===== src/rtl/regfile_write_arbiter.sv =====
// rtl/regfile_write_arbiter.sv - round-robin owner of the register file write port
// Runs a 32-entry clear sweep after reset, then grants one requester write per cycle.
module regfile_write_arbiter #(
  parameter int NREQ        = 3,
  parameter bit INIT_EN     = 1'b1,
  parameter bit ZERO_FILTER = 1'b1
) (
  input  logic                 clock,
  input  logic                 reset,
  input  logic [NREQ-1:0]      req_valid,
  input  logic [NREQ*5-1:0]    req_reg,
  input  logic [NREQ*32-1:0]   req_data,
  output logic [NREQ-1:0]      req_ready,
  output logic                 RegWrite,
  output logic [4:0]           WriteReg,
  output logic [31:0]          WriteData,
  output logic                 init_busy
);

  localparam int PW = $clog2(NREQ);

  typedef enum logic {
    ST_INIT = 1'b0,
    ST_RUN  = 1'b1
  } state_t;

  state_t          state_q, state_d;
  logic [4:0]      cnt_q, cnt_d;
  logic [PW-1:0]   rr_ptr_q, rr_ptr_d;
  logic            regwrite_q, regwrite_d;
  logic [4:0]      writereg_q, writereg_d;
  logic [31:0]     writedata_q, writedata_d;

  logic [NREQ-1:0] grant;
  logic [PW-1:0]   gnt_idx;
  logic            found;
  logic [4:0]      sel_reg;
  logic [31:0]     sel_data;
  int              idx;

  // Rotating priority search starting at rr_ptr; only live in RUN.
  always_comb begin
    grant   = '0;
    gnt_idx = '0;
    found   = 1'b0;
    idx     = 0;
    if (state_q == ST_RUN) begin
      for (int k = 0; k < NREQ; k++) begin
        idx = (int'(rr_ptr_q) + k) % NREQ;
        if (!found && req_valid[idx]) begin
          found      = 1'b1;
          grant[idx] = 1'b1;
          gnt_idx    = PW'(idx);
        end
      end
    end
  end

  assign sel_reg  = req_reg[int'(gnt_idx)*5 +: 5];
  assign sel_data = req_data[int'(gnt_idx)*32 +: 32];

  always_comb begin
    state_d     = state_q;
    cnt_d       = cnt_q;
    rr_ptr_d    = rr_ptr_q;
    regwrite_d  = 1'b0;
    writereg_d  = writereg_q;
    writedata_d = writedata_q;
    if (state_q == ST_INIT) begin
      regwrite_d  = 1'b1;
      writereg_d  = cnt_q;
      writedata_d = '0;
      cnt_d       = cnt_q + 5'd1;
      if (cnt_q == 5'd31) begin
        state_d = ST_RUN;
      end
    end else if (found) begin
      writereg_d  = sel_reg;
      writedata_d = sel_data;
      // A filtered register-0 write is still a completed transfer.
      regwrite_d  = !(ZERO_FILTER && (sel_reg == 5'd0));
      rr_ptr_d    = (gnt_idx == PW'(NREQ - 1)) ? '0 : gnt_idx + 1'b1;
    end
  end

  always_ff @(posedge clock) begin
    if (reset) begin
      state_q     <= INIT_EN ? ST_INIT : ST_RUN;
      cnt_q       <= '0;
      rr_ptr_q    <= '0;
      regwrite_q  <= 1'b0;
      writereg_q  <= '0;
      writedata_q <= '0;
    end else begin
      state_q     <= state_d;
      cnt_q       <= cnt_d;
      rr_ptr_q    <= rr_ptr_d;
      regwrite_q  <= regwrite_d;
      writereg_q  <= writereg_d;
      writedata_q <= writedata_d;
    end
  end

  assign req_ready = grant;
  assign RegWrite  = regwrite_q;
  assign WriteReg  = writereg_q;
  assign WriteData = writedata_q;
  assign init_busy = (state_q == ST_INIT);

endmodule

===== config.mk =====
export PLATFORM = sky130hd
export DESIGN_NAME = regfile_write_arbiter
export DESIGN_NICKNAME = d
export VERILOG_FILES = /design/src/rtl/regfile_write_arbiter.sv
export SDC_FILE = /design/constraint.sdc
export NUM_CORES = 1
export LEC_CHECK = 0
export ABC_AREA = 1
export BUFFER_PORTS_ARGS = -buffer_cell sky130_fd_sc_hd__clkbuf_2
export CAP_MARGIN = 20
export CORE_AREA = 2 2 82 84
export CTS_BUF_LIST = sky130_fd_sc_hd__clkbuf_4
export CTS_CLUSTER_SIZE = 30
export DETAILED_ROUTE_END_ITERATION = 6
export DIE_AREA = 0 0 84 86
export PLACE_DENSITY_LB_ADDON = 0.15
export SYNTH_ARGS = -nofsm -noshare
export SYNTH_HDL_FRONTEND = slang
export SYNTH_SLANG_ARGS = --single-unit

===== constraint.sdc =====
create_clock -name clock -period 6.2 [get_ports clock]
set_input_delay 0.93 -clock clock [delete_from_list [all_inputs] [get_ports clock]]
set_output_delay 0.93 -clock clock [all_outputs]
set_load 0.005 [all_outputs]

==> flow_summary_export.csv <==
group,metric,value,unit
floorplan,pin_count,158,
pwr,ir_worst_vdd,0.0777,mV
timing,finalCritPeriodShare,59.4,%
clock_tree,numCtsBuffers,5,
synth,ys_seq_area_share,33.4,%
grt,gr-usage-all-layers,22.0,%
grt,first_global_vias,2912,
route,ant_nets,0,
clock_tree,post_cts_resized,0,
route,dr.pass1.iters,4,
synth,synth_common_cells,"63 x nand2_1, 58 x nor2_1, 46 x dfxtp_1",
job,max_cap_violations,0,
timing,hold_violations,0,
outcome,outcome,"complete, no violations",
synth,syn_nets,530,
critical_path,critical_path_class,"flop to flop",
route,drc,0,
synth,synth_cells,408,
floorplan,core_area,6280,um^2
timing,final_max_slew_viol_count,0,
placed_design,dp_cells,617,
synth,avgSynthCellArea,6.75,um^2
floorplan,die_area,7220,um^2
synth,synth.cell_area,2760,um^2
clock_tree,clockBufferDepth,2,
worst_hold_path,min_path_type,"flop to flop",
timing,rsz0062_at_grt,"false",
synth,synth_top_area_share,33.4,%
pwr,p_leak,1.71,nW
grt,grt_pass1_wl,13100,um
route,wl_per_cell,13.1,um
synth,synth_most_common_cell,"nand2_1",
synth,yosys_most_used_dff,"dfxtp_1",
synth,async_reset_ff_share,0,%
finish,finish.utilization,56.7,%
clock_tree,cts_tree,"yes",
finish,final_cells,624,
timing,setup_violations,0,
critical_path,cp-end-kind,"flop",
timing,tightest_slew,914,ps
grt,met3_usage,5.49,%
pwr,p_per_area,153,nW/um^2
grt,grt_max_degree,39,
timing,maxSlewHeadroom,38.9,%
timing,fin_crit,3680,ps
timing,tns,0,ps
critical_path,startpoint_type,"flop",
floorplan,die_y,86,um
finish,diodes,0,
floorplan,start_util,43.9,%
route,routed_via_density,5.13,
floorplan,die_w,84,um
synth,synth-edff-count,0,
timing,fmax,0.272,GHz
placed_design,gp_congestion,0.884,
placed_design,portBuffers,157,
placed_design,place_area,3490,um^2
critical_path,r2r_slack,2520,ps
timing,finalClockSkew,7.89,ps
critical_path,cp.arrival,3910,ps
route,vias,3203,
critical_path,crit_fanout,25,
finish,drive_gt1_share,32.4,%
grt,top_usage_layer,"met2",
grt,antenna_found_initial,0,
clock_tree,htreeDepth,2,
synth,yosys_register_bits,46,
pwr,total_power,543,uW
finish,syn2layout_area_growth,29.2,%
critical_path,required,6430,ps
clock_tree,cts_num_sinks,46,
clock_tree,clk_pin_slew,120,ps
synth,synth_area_leaders,"dfxtp_1 33%, nand2_1 8.6%, nor2_1 7.9%",
worst_hold_path,whs_path_depth,2,
finish,final_cell_area,3560,um^2
placed_design,dp_hpwl,6210,um
grt,grt.met2_usage,38.9,%
grt,overflow,0,
clock_tree,post_cts_buffers,0,
route,drt_iter0_markers,151,
synth,synth_area_leader_cell,"dfxtp_1",
route,wl,8190,um
grt,grt_use_met1,26.8,%
synth,yosysWarnings,0,
floorplan,row_count,29,
synth,ys_types,28,
clock_tree,clock_latency,350,ps
critical_path,ff2ff_path_depth,11,
clock_tree,root_buffer,"clkbuf_4",
clock_tree,hold_buffers,0,
finish,nets,669,
==> metrics by stage <==
stage	setup WS, ps	hold slack (ps)
4_1_cts	2480	512
6_report	2520	507
3_3_place_gp	2430	482
2_1_floorplan	3590	477
3_5_place_dp	2320	492
5_1_grt	2120	523
==> metal layers <==
metal	part of all wire, %	wire length [um]
met3	7.4	609
met5	0	0
met2	49	4020
met1	42	3480
met4	1.1	86
==> worst max-delay path, stage by stage (launching register included) <==
cell	delay, ps
dfxtp_1	400
inv_1	80
ha_1	460
inv_2	100
nand2_1	90
nand3_2	80
nand2_2	100
nand4_1	580
nand2_1	760
inv_1	550
o21ai_0	290
nor3_1	60
==> final timing paths <==
check / from / to
min: WriteReg[3]$_SDFFE_PP0P_ / WriteReg[3]$_SDFFE_PP0P_
max reg2reg: rr_ptr_q[0]$_SDFFE_PP0P_ / rr_ptr_q[0]$_SDFFE_PP0P_
min reg2reg: WriteReg[3]$_SDFFE_PP0P_ / WriteReg[3]$_SDFFE_PP0P_
max: rr_ptr_q[0]$_SDFFE_PP0P_ / rr_ptr_q[0]$_SDFFE_PP0P_
==> cells by family (layout without fill, tap and decap cells) <==
family | after synthesis | after routing | synth area share [%]
fa+ha+maj | 6 | 6 | 2.72
simple gates | 156 | 156 | 24.1
flops | 46 | 46 | 33.4
buf+inv | 69 | 208 | 11.6
compound gates | 131 | 131 | 28.2
==> registers in the layout, summed over array words and instances (netlist names) <==
| signal | count |
|---|---|
| WriteData | 32 |
| WriteReg | 5 |
| cnt_q | 5 |
| rr_ptr_q | 2 |
| RegWrite | 1 |
| state_q | 1 |
==> power by group <==
part	switching [mW]	internal, mW	total, mW	leakage, nW
registers	0.00228	0.299	0.301	0.372
logic	0.0318	0.0376	0.0694	1.30
clock network	0.0911	0.0816	0.173	0.0387
==> layout by cell type, fill, tap and decap left out, types with 4 or more instances in the layout <==
cell | netlist | routed
clkbuf_2 | 1 | 157
nand2_1 | 63 | 63
nor2_1 | 58 | 58
dfxtp_1 | 46 | 46
inv_1 | 39 | 39
o21ai_1 | 29 | 29
o21ai_0 | 29 | 29
a31oi_1 | 25 | 25
a21oi_1 | 20 | 20
nand3_1 | 16 | 16
o21a_1 | 13 | 13
a22o_1 | 13 | 13
nor3_1 | 6 | 6
ha_1 | 6 | 6
nand2_2 | 5 | 5
clkbuf_4 | 0 | 5
inv_2 | 4 | 4
==> area by class of cell <==
class	instances	area, um^2
clock buffer	5	37.5
fill	634	2720
sequential	46	921
timing repair buffer	158	793
multi-input combinational	293	1520
inverter	43	161
clock inverter	2	33.8
tap	77	96.3
Note: power is estimated with default switching activity, not from simulation.
